===== config.mk =====
export PLATFORM = sky130hd
export DESIGN_NAME = pipe_addsub_n_flat
export DESIGN_NICKNAME = d
export VERILOG_FILES = /design/src/rtl/addsub_pkg.sv /design/src/rtl/pipe_addsub_n_if.sv /design/src/rtl/addsub_slice.sv /design/src/rtl/pipe_addsub_n.sv /design/src/flat_wrapper.sv
export SDC_FILE = /design/constraint.sdc
export NUM_CORES = 1
export LEC_CHECK = 0
export BUFFER_PORTS_ARGS = -buffer_cell sky130_fd_sc_hd__buf_4
export CAP_MARGIN = 20
export CORE_UTILIZATION = 45
export CTS_CLUSTER_SIZE = 25
export DETAILED_ROUTE_END_ITERATION = 8
export HOLD_SLACK_MARGIN = 0.08
export PLACE_DENSITY = 0.78
export SLEW_MARGIN = 0
export SYNTH_ARGS = -nofsm -noshare
export SYNTH_HDL_FRONTEND = slang
export SYNTH_SLANG_ARGS = --single-unit

===== constraint.sdc =====
create_clock -name clk -period 1.7 [get_ports clk]
set_input_delay 0.255 -clock clk [delete_from_list [all_inputs] [get_ports clk]]
set_output_delay 0.255 -clock clk [all_outputs]
set_load 0.1 [all_outputs]

===== src/rtl/addsub_pkg.sv =====
// Shared constants and helpers for the pipelined adder/subtractor.
`ifndef ADDSUB_PKG_SV
`define ADDSUB_PKG_SV

// True when WIDTH splits evenly into STAGES carry slices.
`define ADDSUB_LEGAL(W, S) (((W) % (S)) == 0)

package addsub_pkg;

  localparam logic OP_ADD = 1'b0;
  localparam logic OP_SUB = 1'b1;

  // Width of one carry slice.
  function automatic int slice_w(input int width, input int stages);
    return width / stages;
  endfunction

endpackage

`endif


===== src/rtl/pipe_addsub_n_if.sv =====
// Operand/result handshake bundle for pipe_addsub_n.
interface pipe_addsub_n_if #(
  parameter int WIDTH = 8
);
  logic             in_valid;
  logic             in_ready;
  logic [WIDTH-1:0] a;
  logic [WIDTH-1:0] b;
  logic             cin;
  logic             op_sub;
  logic             out_valid;
  logic             out_ready;
  logic [WIDTH-1:0] sum;
  logic             cout;
  logic             ovf;

  // Producer/consumer side.
  modport master (
    output in_valid, a, b, cin, op_sub, out_ready,
    input  in_ready, out_valid, sum, cout, ovf
  );

  // Arithmetic block side.
  modport slave (
    input  in_valid, a, b, cin, op_sub, out_ready,
    output in_ready, out_valid, sum, cout, ovf
  );
endinterface


===== src/rtl/addsub_slice.sv =====
// Combinational SLICE-bit adder; reports the carry out and the carry into the slice MSB.
module addsub_slice #(
  parameter int SLICE = 4
) (
  input  logic [SLICE-1:0] a,
  input  logic [SLICE-1:0] b,
  input  logic             ci,
  output logic [SLICE-1:0] s,
  output logic             co,
  output logic             c_msb
);

  // Full slice sum with carry out.
  assign {co, s} = {1'b0, a} + {1'b0, b} + {{SLICE{1'b0}}, ci};

  // Carry into the MSB recovered from the MSB sum bit.
  assign c_msb = a[SLICE-1] ^ b[SLICE-1] ^ s[SLICE-1];

endmodule


===== src/rtl/pipe_addsub_n.sv =====
// Pipelined WIDTH-bit adder/subtractor: one carry slice per register stage,
// whole-pipe freeze on output back-pressure.
module pipe_addsub_n
  import addsub_pkg::*;
#(
  parameter int WIDTH  = 8,
  parameter int STAGES = 2
) (
  input logic           clk,
  input logic           rst_n,
  pipe_addsub_n_if.slave bus
);

  localparam int SLICE = slice_w(WIDTH, STAGES);

  if (!`ADDSUB_LEGAL(WIDTH, STAGES)) begin : g_bad_params
    $error("pipe_addsub_n: WIDTH must be a multiple of STAGES");
  end

  logic advance;

  // The pipe moves only when the output slot is empty or being consumed.
  assign advance      = ~bus.out_valid | bus.out_ready;
  assign bus.in_ready = advance;

  for (genvar k = 0; k < STAGES; k++) begin : g_stage
    // Operand-B bits not yet consumed when entering this stage.
    localparam int BW = WIDTH - k * SLICE;

    // rs_*: result bits below slice k, operand A bits from slice k upward.
    logic [WIDTH-1:0] rs_in;
    logic [WIDTH-1:0] rs_next;
    logic [BW-1:0]    bh_in;
    logic             c_in;
    logic             v_in;
    logic [SLICE-1:0] s_slc;
    logic             co_slc;
    logic             cm_slc;
    logic             vld_q;

    if (k == 0) begin : g_head
      // Subtraction becomes a + ~b + ~cin right at the entry.
      assign rs_in = bus.a;
      assign bh_in = (bus.op_sub == OP_SUB) ? ~bus.b : bus.b;
      assign c_in  = (bus.op_sub == OP_SUB) ? ~bus.cin : bus.cin;
      assign v_in  = bus.in_valid;
    end else begin : g_body
      assign rs_in = g_stage[k-1].g_mid.rs_q;
      assign bh_in = g_stage[k-1].g_mid.bh_q;
      assign c_in  = g_stage[k-1].g_mid.c_q;
      assign v_in  = g_stage[k-1].vld_q;
    end

    addsub_slice #(.SLICE(SLICE)) u_slice (
      .a     (rs_in[k*SLICE +: SLICE]),
      .b     (bh_in[SLICE-1:0]),
      .ci    (c_in),
      .s     (s_slc),
      .co    (co_slc),
      .c_msb (cm_slc)
    );

    // Replace operand slice k with its freshly computed result slice.
    always_comb begin
      rs_next = rs_in;
      rs_next[k*SLICE +: SLICE] = s_slc;
    end

    // ---- stage k register boundary ----
    // Valid chain bit for this stage; cleared by reset so in-flight ops vanish.
    always_ff @(posedge clk or negedge rst_n) begin
      if (!rst_n) begin
        vld_q <= 1'b0;
      end else if (advance) begin
        vld_q <= v_in;
      end
    end

    if (k < STAGES - 1) begin : g_mid
      logic [WIDTH-1:0]    rs_q;
      logic [BW-SLICE-1:0] bh_q;
      logic                c_q;

      // Partial result, remaining operands and slice carry ride to the next stage.
      always_ff @(posedge clk) begin
        if (advance) begin
          rs_q <= rs_next;
          bh_q <= bh_in[BW-1:SLICE];
          c_q  <= co_slc;
        end
      end
    end else begin : g_tail
      logic [WIDTH-1:0] sum_q;
      logic             cout_q;
      logic             ovf_q;

      // Output register; signed overflow is the XOR of the two top carries.
      always_ff @(posedge clk or negedge rst_n) begin
        if (!rst_n) begin
          sum_q  <= '0;
          cout_q <= 1'b0;
          ovf_q  <= 1'b0;
        end else if (advance) begin
          sum_q  <= rs_next;
          cout_q <= co_slc;
          ovf_q  <= co_slc ^ cm_slc;
        end
      end
    end
  end

  assign bus.out_valid = g_stage[STAGES-1].vld_q;
  assign bus.sum       = g_stage[STAGES-1].g_tail.sum_q;
  assign bus.cout      = g_stage[STAGES-1].g_tail.cout_q;
  assign bus.ovf       = g_stage[STAGES-1].g_tail.ovf_q;

endmodule


===== src/flat_wrapper.sv =====
// flat-port wrapper written by rule: the top's interface ports become plain ports
module pipe_addsub_n_flat import addsub_pkg::*;
#(
  parameter int WIDTH  = 8,
  parameter int STAGES = 2
)
  (clk, rst_n, bus_in_valid, bus_a, bus_b, bus_cin, bus_op_sub, bus_out_ready, bus_in_ready, bus_out_valid, bus_sum, bus_cout, bus_ovf);
  pipe_addsub_n_if #(.WIDTH(WIDTH)) bus_i ();
  input logic clk;
  input logic rst_n;
  input wire logic [$bits(bus_i.in_valid)-1:0] bus_in_valid;
  input wire logic [$bits(bus_i.a)-1:0] bus_a;
  input wire logic [$bits(bus_i.b)-1:0] bus_b;
  input wire logic [$bits(bus_i.cin)-1:0] bus_cin;
  input wire logic [$bits(bus_i.op_sub)-1:0] bus_op_sub;
  input wire logic [$bits(bus_i.out_ready)-1:0] bus_out_ready;
  output wire logic [$bits(bus_i.in_ready)-1:0] bus_in_ready;
  output wire logic [$bits(bus_i.out_valid)-1:0] bus_out_valid;
  output wire logic [$bits(bus_i.sum)-1:0] bus_sum;
  output wire logic [$bits(bus_i.cout)-1:0] bus_cout;
  output wire logic [$bits(bus_i.ovf)-1:0] bus_ovf;
  assign bus_i.in_valid = bus_in_valid;
  assign bus_i.a = bus_a;
  assign bus_i.b = bus_b;
  assign bus_i.cin = bus_cin;
  assign bus_i.op_sub = bus_op_sub;
  assign bus_i.out_ready = bus_out_ready;
  assign bus_in_ready = bus_i.in_ready;
  assign bus_out_valid = bus_i.out_valid;
  assign bus_sum = bus_i.sum;
  assign bus_cout = bus_i.cout;
  assign bus_ovf = bus_i.ovf;
  pipe_addsub_n #(.WIDTH(WIDTH), .STAGES(STAGES)) u_core (.clk(clk), .rst_n(rst_n), .bus(bus_i));
endmodule

# After elaboration in Yosys (flattened, before gate mapping)
# Cells that the tools add are included.
# W data, S select, Z words.
# word_totals
register_bits	25
in_bits	22
output_inout_bits	12
wordCells	21
# op_classes
n_addsub	4
n_mux	2
bitwise_logic	7
# op_table
cell	count
$add A4 B4 Y5	2
$add A5 B1 Y5	2
$mux W8	1
$not A8 Y8	1
$xor A1 B1 Y1	3
$not A1 Y1	2
$mux W1	1
$or A1 B1 Y1	1

# Longest topological paths before layout
# Gate-level depths: netlist of the first run.
# depth
depth_word	4
depth_mapped	7
ltp_nobuf	7

# Hierarchy
# From an unflattened synthesis of the first run, not the netlist that was laid out.
# hier_totals
hier_cells	84
hier_area_um2	1252.5
# modules_own_cells
module	n_inst	cells_per_inst	area_per_inst_um2	seq_area_each_um2
pipe_addsub_n	1	50	969.7	690.7
addsub_slice	2	17	141.4	0.0

# Worst setup path after synthesis of the first run
# OpenSTA, ideal clock, no wires.
# synth_timing
kind	input -> register
startpoint	input bus_op_sub
endpoint	register u_core.g_stage[0].g_mid.c_q, data pin
setup_time_ns	0.254
t_arrival_ns	1.778
t_required_ns	1.446
setup_slack_ns	-0.332
cell_stages	6
path_buffers	1
cell_sequence	buf_2 xor2_1 fa_1 fa_1 a21o_1 a21o_1
# synth_between
elab_chain_len	3
elab_cells_between_ends	4
classes_between	2 x add/sub; 2 x mux
# synth_rtl
item	line_no	rtl
start, declared	flat_wrapper.sv:15	input wire logic [$bits(bus_i.op_sub)-1:0] bus_op_sub;
$mux W8	pipe_addsub_n.sv:44	assign bh_in = (bus.op_sub == OP_SUB) ? ~bus.b : bus.b;
$add A4 B4 Y5	addsub_slice.sv:14	assign {co, s} = {1'b0, a} + {1'b0, b} + {{SLICE{1'b0}}, ci};
$add A5 B1 Y5 *	addsub_slice.sv:14	
via u_core.g_stage[0].co_slc	pipe_addsub_n.sv:37	logic co_slc;
end signal, assigned	pipe_addsub_n.sv:89	c_q <= co_slc;
end, declared	pipe_addsub_n.sv:82	logic c_q;
# Mark *: on every way through the listed nets, which the timed path passes. The rest lies on a longest branch.
# A chain may end at the register's enable or synchronous reset.

# Worst setup path after layout of the first run
# layout_timing
startpoint	register u_core.g_stage[0].g_mid.c_q
endpoint	register u_core.g_stage[1].g_tail.ovf_q, in the netlist u_core.bus.ovf
# layout_between
elab_chain_len	3
# layout_rtl
item	line_no	rtl
$add A5 B1 Y5 *	addsub_slice.sv:14	
$xor A1 B1 Y1	addsub_slice.sv:17	assign c_msb = a[SLICE-1] ^ b[SLICE-1] ^ s[SLICE-1];
$xor A1 B1 Y1 *	pipe_addsub_n.sv:106	ovf_q <= co_slc ^ cm_slc;
end signal, assigned	pipe_addsub_n.sv:106	
end, declared	pipe_addsub_n.sv:95	logic ovf_q;
# Mark *: on every way between the ends. The rest lies on a longest branch, timed or not.

==> results of run 1 <==
what timing repair did:
item | in CTS | in global routing
resized for setup | 1 | 0
endpoints found under the setup margin | 1 | 2
pin swaps | 1 | 1
hold buffers | 1 | 0
endpoints found under the hold margin | 12 | 0
stage by stage:
stage,hold slack [ps],instance area (um2)
CTS,101,1570
global route,80.0,1570
finish,116,1570
detailed placement,102,1540
global placement,101,1540
floorplan,-40.6,1240
worst reg2reg max path, stage by stage, from the launching register on:
cell      delay, ps
edfxtp_1        430
fa_2            410
inv_2            60
fa_2            190
nand2b_4        120
a21oi_2          60
xnor2_1         130
mux2_4          250
metal layers:
metal | share of wire, % | vias to the layer above
li1 | - | 360
met1 | 40 | 361
met2 | 54 | 22
met3 | 3.7 | 4
met4 | 2.4 | 0
met5 | 0 | -
placed cells by master, fill, tap and decap left out:
master         synthesis  routed
clkbuf_4               0       3
fa_2                   0       4
mux2_4                 1       1
nand2b_4               0       1
dfrtp_2                0       1
xor2_2                 0       1
inv_2                  0       1
buf_4                  0      39
a21o_1                 4       4
dlygate4sd3_1          0       1
a21oi_1                4       4
nor2_1                 5       5
inv_1                  3       2
dfrtp_1               12      11
clkinv_2               0       1
mux2_2                 7       7
ha_1                   6       6
nand2b_1               3       2
a21oi_2                2       2
xnor2_1                2       2
xor2_1                12      11
edfxtp_1              13      13
sequential cells by signal, indices dropped and copies added, names as in the netlist:
name / flops
u_core.g_stage.g_mid.c_q: 1
u_core.g_stage.g_mid.rs_q: 8
u_core.g_stage.vld_q: 1
u_core.bus.ovf: 1
u_core.bus.cout: 1
u_core.bus.out_valid: 1
u_core.bus.sum: 8
u_core.g_stage.g_mid.bh_q: 4
report_power, final:
group          total (W)  internal (W)  switching [W]  leakage, nW
combinational    0.00121      0.000333       0.000881        0.435
clock           0.000251     0.0000878       0.000163       0.0177
sequential      0.000861      0.000794      0.0000671        0.269
total            0.00233       0.00121        0.00111        0.721
path summary, 6_finish.rpt:
path,startpoint,end,slack (ps),depth (start not counted)
min in group asynchronous,rst_n,u_core.bus.sum[1]$_DFFE_PN0P_,300,2
worst max register to register,u_core.g_stage[0].g_mid.c_q$_DFFE_PP_,u_core.bus.ovf$_DFFE_PN0P_,-60,7
worst min-delay path,bus_a[4],u_core.g_stage[0].g_mid.rs_q[4]$_DFFE_PP_,120,1
max in group asynchronous,rst_n,u_core.bus.out_valid$_DFFE_PN0P_,1240,2
worst min register to register,u_core.g_stage[0].vld_q$_DFFE_PN0P_,u_core.bus.out_valid$_DFFE_PN0P_,490,1
worst max-delay path,u_core.g_stage[0].g_mid.c_q$_DFFE_PP_,u_core.bus.ovf$_DFFE_PN0P_,-60,7
area by class of cell:
class | count | area (um2) | share of cell area, %
Sequential cell | 25 | 692 | 44.0
Tap cell | 30 | 37.5 | 2.39
Clock buffer | 3 | 22.5 | 1.43
Inverter | 3 | 11.3 | 0.716
Clock inverter | 1 | 5.00 | 0.318
Multi-Input combinational cell | 50 | 502 | 31.9
Timing Repair Buffer | 40 | 303 | 19.3
cell families (layout without fill, tap and decap cells):
logic type	after synthesis	after routing
AOI/OAI and AO/OA	10	10
xor gates and xnor gates	14	14
adders and majority gates	10	10
buffers and inverters	6	47
DFF	25	25
muxes	8	8
and+or+nand+nor	8	8
==> results by group, run 1 <==
STA
  – RSZ-0062 raised after global routing: yes
  – Final min period: 1760 ps
  – Fmax: about 570 MHz
  – Fin Setup TNS: -57.0 ps
  – Setup WS post-layout: -57.0 ps
  – Tightest Pin Transition: roughly 280 ps
  – # setup viols final: 1
  – Final Slew Violations: 0
  – Clk_skew: around 3.0 ps
  – Hold Vio Cnt, Final: 0
  – Fin crit share: 103%
  – Relative slew slack: ~81%

Clock tree
  – Clock Latency Late Sink: 310 ps
  – Clk sink count: 25
  – Root buffer cell: clkbuf_4
  – Clock-pin slew on the worst setup and hold paths: 130 ps
  – Htree depth: 1
  – TritonCTS clock tree: done
  – CTS Buf Count: 3
  – Clk buf depth: 2
  – Number of setup buffers added after CTS: 0

Floorplanning
  – FP Rows: 18
  – Starting Density: 48.0%
  – Die H: 53.6 um
  – Core ar.: 2500 um2
  – Die area: 2880 um2
  – Width of the die: between 50 and 60 um
  – I/O pin count: 34

Job
  – MaxCap Viol Count: 0

Hold path
  – Worst min path class: in -> reg

Synth
  – Async set-reset flop share out of synthesis: 48.0%
  – YS warnings: 0
  – Top cells by instance count after synthesis: 13 x edfxtp_1, 12 x dfrtp_1, 12 x xor2_1
  – Synth area leaders: edfxtp_1 33%, dfrtp_1 25%, xor2_1 8.8%, fa_1 6.7%, mux2_2 6.6%
  – Syn Inst Count: 81
  – Sequential share of the synthesized area: 57.6%
  – Leading area contributor after synthesis: edfxtp_1
  – Top-count cell post-synth: edfxtp_1
  – EDFF count, synth: 13
  – Main combinational cell family by area after synthesis: adder cells
  – Xor/xnor share of the synthesized area: 10.2%
  – Seq cells post-synth: 25
  – Compound-gate portion of the synthesized area: 5.63%
  – Syn Std Cell Area: 1200 um2
  – Post-synthesis mux area share: 7.82%
  – Yosys top cell area share: 32.5%
  – Yosys cell types: 16
  – Simple-gate share of the synthesized area: 3.13%
  – Syn avg cell area: 14.8 um2
  – Top_reg_cell synth: edfxtp_1
  – Mapped Nets: approximately 110
  – Adder-cell share of the synthesized area: 12.9%

Place
  – GPL Wtd Cong: about 0.74
  – Port bufs: 33
  – Dpl cells: between 100 and 150
  – Post-Place Setup Slack: -227 ps
  – HPWL after DPL: 1590 um

Finish
  – # diodes: 0
  – Layout cells sized above 1: 50.0%
  – Fillcell total: 206
  – Util after Layout: 62.9%
  – Area Growth Syn to Fin: 31.1%
  – Non-filler cells, final: 152
  – Nets: 155

Worst setup path
  – Worst setup EP type: register
  – CP Class: reg -> reg
  – Top delay family on crit path: adder cells
  – Crit path DAT: ~2000 ps
  – Critical Path Max Stage Delay: between 400 and 500 ps
  – CP max-delay cell: edfxtp_1
  – Crit path max fanout: 2
  – Most frequent CP cell: fa_2
  – Crit path launch type: register
  – Crit-path cells: fa_2, inv_2, fa_2, nand2b_4, a21oi_2, xnor2_1, mux2_4
  – Critical Path RT: 1910 ps
  – Worst Path Buf+Inv: 1

Global route
  – Gr busiest metal: met2
  – Met3 Use GR: 2.54%
  – Initial antenna violation count: 0
  – GR Util met1: 17.3%
  – GRT overflow: 0
  – Vias in the first global route: 713
  – First-pass GRT wire length: 3080 um
  – All-Layer GR Usage: 15.7%
  – M2 GR Usage: 29.0%
  – Maximum number of pins on one net before global-route repair: 15

Route
  – Initial drt markers: 7
  – Routed via count: 747
  – Drt drc: 0
  – WL final: 1900 um
  – Routed wire length per instance: 12.5 um
  – Antenna viol nets, final: 0
  – DRT Pass-1 Iters: 4
  – Via density: 4.91

Outcome
  – Failing checks: negative setup slack
  – Run status: finished with violations

Power and ir drop
  – Pwr/cell area: approximately 1500 nW/um2
  – Static leakage: 0.721 nW
  – Worst VDD drop: between 1 and 1.5 mV
  – Power Total: 0.00233 W
Power figures use the tool's default switching activity.
==> run 2: changes to the inputs <==
Settings changed: CORE_ASPECT_RATIO from default to 0.8.
==> results by group, run 2 (synthesis gave the netlist of run 1 again) <==
Outcome
  – Run status: finished with violations
  – Failing checks: negative setup slack

Route
  – Via density: 4.61 (-6.2%)
  – WL final: 1970 um (+3.6%)
  – DRT Pass-1 Iters: 4 (unchanged)
  – Routed via count: 742 (-0.67%)
  – Routed wire length per instance: 12.2 um (-2.2%)
  – Antenna viol nets, final: 0 (unchanged)
  – Drt drc: 0 (unchanged)
  – Initial drt markers: 18 (+11)

Finish
  – Commonest non-fill, non-tap cells in the layout: 42 x buf_4, 13 x edfxtp_1, 11 x xor2_1, 11 x dfrtp_1, 7 x mux2_2
  – Fillcell total: 202 (-1.9%)
  – Util after Layout: 64.8% (+1.9 points)
  – Storage cell area: 692 um2 (unchanged)
  – Layout cells sized above 1: 50.4% (+0.40 points)
  – Area of the multi-input gates: 509 um2 (+1.5%)
  – Nets: 158 (+1.9%)
  – # diodes: 0 (unchanged)
  – Area Growth Syn to Fin: 34.1%
  – Most common cell after layout, fill and taps aside: buf_4
  – Non-filler cells, final: 161 (+5.9%)

Floorplanning
  – Width of the die: 59.7 um (+11%)
  – FP Rows: 16 (-2)
  – Die H: 48.2 um (-10%)
  – Die area: 2880 um2 (about the same)
  – Core ar.: 2480 um2 (-0.70%)
  – Starting Density: 48.3% (+0.34 points)
  – I/O pin count: 34 (unchanged)

Global route
  – GRT overflow: 0 (unchanged)
  – Vias in the first global route: 665 (-6.7%)
  – Maximum number of pins on one net before global-route repair: 14 (-1)
  – First-pass GRT wire length: 2900 um (-6.0%)
  – Initial antenna violation count: 0 (unchanged)
  – All-Layer GR Usage: 14.1% (-1.7 points)

Worst setup path
  – Critical Path Max Stage Delay: 430 ps (about the same)
  – Worst-case reg-to-reg path depth: 7 (unchanged)
  – R2r startpoint: u_core.g_stage[0].g_mid.c_q$_DFFE_PP_
  – Reg2reg end: u_core.bus.ovf$_DFFE_PN0P_
  – Critical Path RT: 1910 ps (about the same)
  – Most frequent CP cell: fa_2
  – CP max-delay cell: edfxtp_1
  – Crit-path cells: fa_2, inv_2, fa_2, nand2b_4, a21oi_4, xnor2_1, mux2_4
  – Crit path launch type: register
  – Crit path DAT: 1940 ps (-20 ps)
  – Reg2reg setup slack: -30 ps (+20 ps)
  – CP Class: reg -> reg
  – Critical path origin: u_core.g_stage[0].g_mid.c_q$_DFFE_PP_
  – End point of the critical path: u_core.bus.ovf$_DFFE_PN0P_
  – Worst setup EP type: register
  – Crit path max fanout: 2 (unchanged)

Place
  – GPL Wtd Cong: 0.696 (-5.8%)
  – HPWL after DPL: 1520 um (-4.4%)
  – Dpl cells: 154 (+4.8%)
  – Port bufs: 33 (unchanged)

Clock tree
  – Clk buf depth: 2 (unchanged)
  – Htree depth: 1 (unchanged)
  – Clock-pin slew on the worst setup and hold paths: 140 ps (about the same)
  – Clock Latency Late Sink: 310 ps (about the same)
  – CTS Buf Count: 3 (unchanged)
  – Root buffer cell: clkbuf_4
  – Clk sink count: 25 (unchanged)
  – TritonCTS clock tree: done

Power and ir drop
  – Pwr/cell area: 1470 nW/um2 (-0.77%)
  – Worst VDD drop: 0.415 mV (-68%)
  – Static leakage: 0.734 nW (+1.8%)
  – Power Total: 0.00236 W (+1.5%)

STA
  – Fin crit share: 102% (-1.4 points)
  – Final min period: 1730 ps (-24.4 ps)
  – Clk_skew: 13.8 ps (+10.8 ps)
  – RSZ-0062 raised after global routing: yes
  – Min Hold Slack: 112 ps (-4.77 ps)
  – Final Slew Violations: 0 (unchanged)
  – Fin Setup TNS: -32.7 ps (+24.4 ps)
  – Fmax: 577 MHz (+1.4%)
  – Setup WS post-layout: -32.7 ps (+24.4 ps)
  – Hold Vio Cnt, Final: 0 (unchanged)
  – Relative slew slack: 73.9% (-7.5 points)
  – Tightest Pin Transition: 391 ps (+110 ps)
  – # setup viols final: 1 (unchanged)

Job
  – MaxCap Viol Count: 0 (unchanged)

Hold path
  – Worst min path class: in -> reg
## run 2: cell types whose count changed in the layout (fill, tap and decap cells not counted), sizes merged
| cell | before | now |
|---|---|---|
| clkbuf | 3 | 4 |
| buf | 39 | 42 |
| clkinv | 1 | 0 |
## run 2: power breakdown
group          total (W)  switching [W]  internal [W]
Sequential      0.000859      0.0000653      0.000794
Combinational    0.00125       0.000897      0.000352
Clock           0.000253       0.000162     0.0000913
## run 2: cell type report
type	instances	area share, %
repair buffers	43	20.2
inverters	3	0.700
well taps	36	2.80
clock buffers	4	1.63
flip-flops and latches	25	43.0
multi-input cells	50	31.6
## run 2: worst min path at each step
stage,from,slack (ps),depth (start not counted),endpoint
after floorplan,rst_n,-40,0,u_core.bus.cout$_DFFE_PN0P_
after global placement,rst_n,100,1,u_core.g_stage[0].vld_q$_DFFE_PN0P_
after detailed placement,rst_n,100,1,u_core.g_stage[0].vld_q$_DFFE_PN0P_
after CTS,bus_a[4],110,1,u_core.g_stage[0].g_mid.rs_q[4]$_DFFE_PP_
after global routing,bus_a[6],100,1,u_core.g_stage[0].g_mid.rs_q[6]$_DFFE_PP_
final,bus_a[4],110,1,u_core.g_stage[0].g_mid.rs_q[4]$_DFFE_PP_
## run 2: metrics by stage
stage | setup WS, ps | instance area [um2]
2_1_floorplan | -173 | 1240
3_3_place_gp | -203 | 1550
3_5_place_dp | -243 | 1550
4_1_cts | -55.2 | 1590
5_1_grt | -123 | 1610
6_report | -32.7 | 1610
## run 2: worst max-delay path: cells and delay by family (launching register included)
| kind | cells | cell delay (ps) |
|---|---|---|
| buffers and inverters | 1 | 60 |
| and+or+nand+nor | 1 | 130 |
| muxes | 1 | 250 |
| AOI/OAI and AO/OA | 1 | 50 |
| DFF | 1 | 430 |
| adders and majority gates | 2 | 600 |
| xor gates and xnor gates | 1 | 120 |
## run 2: metal layers
metal	global-route usage (%)	wire length, um	up-vias
li1	-	-	362
met2	24.2	1010	24
met1	18.1	831	354
met4	4.19	19	0
met5	0	0	-
met3	3.45	110	2
## run 2: what timing repair did
| item | CTS | global route |
|---|---|---|
| hold buffers | 1 | 0 |
| endpoints found under the setup margin | 1 | 4 |
| buffers inserted | 1 | 1 |
| pin swaps | 4 | 4 |
| hold endpoints to repair | 12 | 0 |
| gates resized for setup | 1 | 1 |
==> run 3: changes to the inputs <==
Settings changed: ABC_AREA from default to 1, CORE_UTILIZATION 45 to 46, CTS_CLUSTER_DIAMETER from default to 30, PLACE_DENSITY 0.78 to 0.79.
==> results by group, run 3 <==
Route
  – Routed via count: 905 (+22%)
  – DRT Pass-1 Iters: 4 (unchanged)
  – Top Layer Used: met4
  – Antenna viol nets, final: 0 (unchanged)
  – Via density: 4.66 (+1.2%)
  – Met2 WL post-DR: 1100 um (+9.7%)
  – Met1 Wirelength: 875 um (+5.3%)
  – Met3 Wirelength: 108 um (-1.8%)
  – Initial drt markers: 29 (+11)
  – Routed wire length per instance: 10.9 um (-10%)
  – Drt drc: 0 (unchanged)
  – WL final: 2120 um (+7.9%)

Floorplanning
  – Width of the die: 60.5 um (+1.4%)
  – Die H: 48.8 um (+1.3%)
  – FP Rows: 16 (unchanged)
  – I/O pin count: 34 (unchanged)
  – Starting Density: 50.0% (+1.7 points)
  – Die area: 2960 um2 (+2.7%)
  – Core ar.: 2520 um2 (+1.6%)

Hold path
  – Worst min path class: in -> reg

Synth
  – Yosys cell types: 18 (+2)
  – Yosys top cell area share: 31.0% (-1.6 points)
  – Syn Inst Count: 118 (+46%)
  – EDFF count, synth: 13 (unchanged)
  – Mapped Nets: 150 (+33%)
  – Seq cells post-synth: 25 (unchanged)
  – Async set-reset flop share out of synthesis: 48.0% (unchanged)
  – Leading area contributor after synthesis: edfxtp_1
  – Top-count cell post-synth: nand2_1
  – Sequential share of the synthesized area: 54.8% (-2.8 points)
  – Top_reg_cell synth: edfxtp_1
  – Syn avg cell area: 10.7 um2 (-28%)
  – Syn Std Cell Area: 1260 um2 (+5.1%)
  – Top cells by instance count after synthesis: 42 x nand2_1, 13 x edfxtp_1, 12 x dfrtp_1
  – YS warnings: 0 (unchanged)
  – Synth area leaders: edfxtp_1 31%, dfrtp_1 24%, nand2_1 13%, xor2_1 7.6%, fa_1 6.3%

Power and ir drop
  – Worst VDD drop: 0.444 mV (+6.9%)
  – Static leakage: 0.792 nW (+7.8%)
  – Power Total: 0.00228 W (-3.6%)
  – Pwr/cell area: 1400 nW/um2 (-4.4%)

Finish
  – Commonest non-fill, non-tap cells in the layout: 40 x nand2_1, 38 x buf_4, 13 x edfxtp_1
  – Fillcell total: 222 (+9.9%)
  – Storage cell area: 692 um2 (unchanged)
  – Area of the multi-input gates: 531 um2 (+4.2%)
  – Area Growth Syn to Fin: 28.7%
  – # diodes: 0 (unchanged)
  – Post-route cell area: 1620 um2 (+0.86%)
  – Util after Layout: 64.3% (-0.48 points)
  – Most common cell after layout, fill and taps aside: nand2_1
  – Nets: 191 (+21%)
  – Layout cells sized above 1: 34.8% (-16 points)

Worst setup path
  – Crit-path cells: fa_2, inv_2, fa_2, inv_2, nand2_2, nand2_2, nand2_1, buf_4, o21ai_0
  – CP Class: reg -> reg
  – Crit path DAT: 1860 ps (-80 ps)
  – CP max-delay cell: fa_2
  – Worst Path Buf+Inv: 3 (+2)
  – Top delay family on crit path: adder cells
  – Critical Path RT: 1900 ps (about the same)
  – Worst setup EP type: register
  – Crit path max fanout: 3 (+1)
  – Crit path launch type: register
  – Critical Path Max Stage Delay: 430 ps (about the same)

STA
  – Relative slew slack: 80.7% (+6.8 points)
  – Fmax: 602 MHz (+4.3%)
  – Fin Setup TNS: 0 ps (+32.7 ps)
  – Final min period: 1660 ps (-71.1 ps)
  – Final Slew Violations: 0 (unchanged)
  – Fin crit share: 97.7% (-4.2 points)
  – Hold Vio Cnt, Final: 0 (unchanged)
  – Setup WS post-layout: 38.5 ps (+71.1 ps)
  – Tightest Pin Transition: 289 ps (-102 ps)
  – Clk_skew: 4.70 ps (-9.08 ps)
  – # setup viols final: 0 (-1)

Place
  – Placed cell area: 1560 um2 (+0.40%)
  – Post-Place Setup Slack: -33.5 ps (+209 ps)
  – Port bufs: 33 (unchanged)
  – HPWL after DPL: 1650 um (+8.2%)
  – GPL Wtd Cong: 0.718 (+3.1%)

Clock tree
  – Root buffer cell: clkbuf_4
  – Clk buf depth: 2 (unchanged)
  – Clk sink count: 25 (unchanged)
  – CTS Buf Count: 3 (unchanged)
  – Clock Latency Late Sink: 310 ps (about the same)
  – Clock-pin slew on the worst setup and hold paths: 130 ps (about the same)
  – TritonCTS clock tree: done
  – Htree depth: 1 (unchanged)

Global route
  – Initial antenna violation count: 0 (unchanged)
  – First-pass GRT wire length: 3430 um (+18%)
  – Vias in the first global route: 874 (+31%)
  – Maximum number of pins on one net before global-route repair: 24 (+10)
  – GRT overflow: 0 (unchanged)
  – All-Layer GR Usage: 15.6% (+1.6 points)

Outcome
  – Run status: finished clean

Job
  – MaxCap Viol Count: 0 (unchanged)
## run 3: worst paths after layout
kind	to	slack, ps	depth (start not counted)	from
max	u_core.bus.cout$_DFFE_PN0P_	40	9	u_core.g_stage[0].g_mid.rs_q[4]$_DFFE_PP_
max in group asynchronous	u_core.bus.out_valid$_DFFE_PN0P_	1230	2	rst_n
min	u_core.g_stage[0].g_mid.rs_q[7]$_DFFE_PP_	110	1	bus_a[7]
min in group asynchronous	u_core.bus.sum[6]$_DFFE_PN0P_	300	2	rst_n
min reg2reg	u_core.bus.sum[3]$_DFFE_PN0P_	460	2	u_core.g_stage[0].g_mid.rs_q[3]$_DFFE_PP_
max reg2reg	u_core.bus.cout$_DFFE_PN0P_	40	9	u_core.g_stage[0].g_mid.rs_q[4]$_DFFE_PP_
## run 3: layer usage
| metal | up-vias | GRT usage, % |
|---|---|---|
| met2 | 28 | 25.8 |
| met4 | 0 | 8.71 |
| met5 | - | 0 |
| met3 | 4 | 2.12 |
| li1 | 456 | - |
| met1 | 417 | 19.4 |
## run 3: cell type report
cell class | count | share of cell area (%)
inverter | 9 | 2.08
sequential | 25 | 42.6
timing repair buffer | 39 | 18.2
tap | 36 | 2.78
clock buffer | 4 | 1.62
multi-input combinational | 81 | 32.7
## run 3: logic make-up after synthesis
group                    after synthesis  share of synthesized area, %
AND/OR/NAND/NOR                       53                          17.5
flip-flops                            25                          54.8
buffers and inverters                 12                          4.76
XOR/XNOR                              11                          7.64
adder cells (fa/ha/maj)               10                          12.3
AO/OA/AOI/OAI                          7                          3.07
## run 3: power by group
group | internal [W] | leakage, nW | switching [W]
Combinational | 0.000289 | 0.502 | 0.000877
Sequential | 0.000789 | 0.274 | 0.0000631
Clock | 0.0000918 | 0.0150 | 0.000165
## run 3: metrics by stage
step,hold WS (ps),cells
after floorplan,-40.6,118
after global placement,96.3,187
after detailed placement,101,187
after CTS,97.3,192
after global routing,92.3,194
final,105,194
## run 3: timing repair
item                                    4_1_cts  5_1_grt
hold buffers                                  1        0
endpoints found under the hold margin        12        0
endpoints found under the setup margin        1        1
buffers inserted                              0        2
gates resized for setup                       1        6
pin swaps                                     0        5
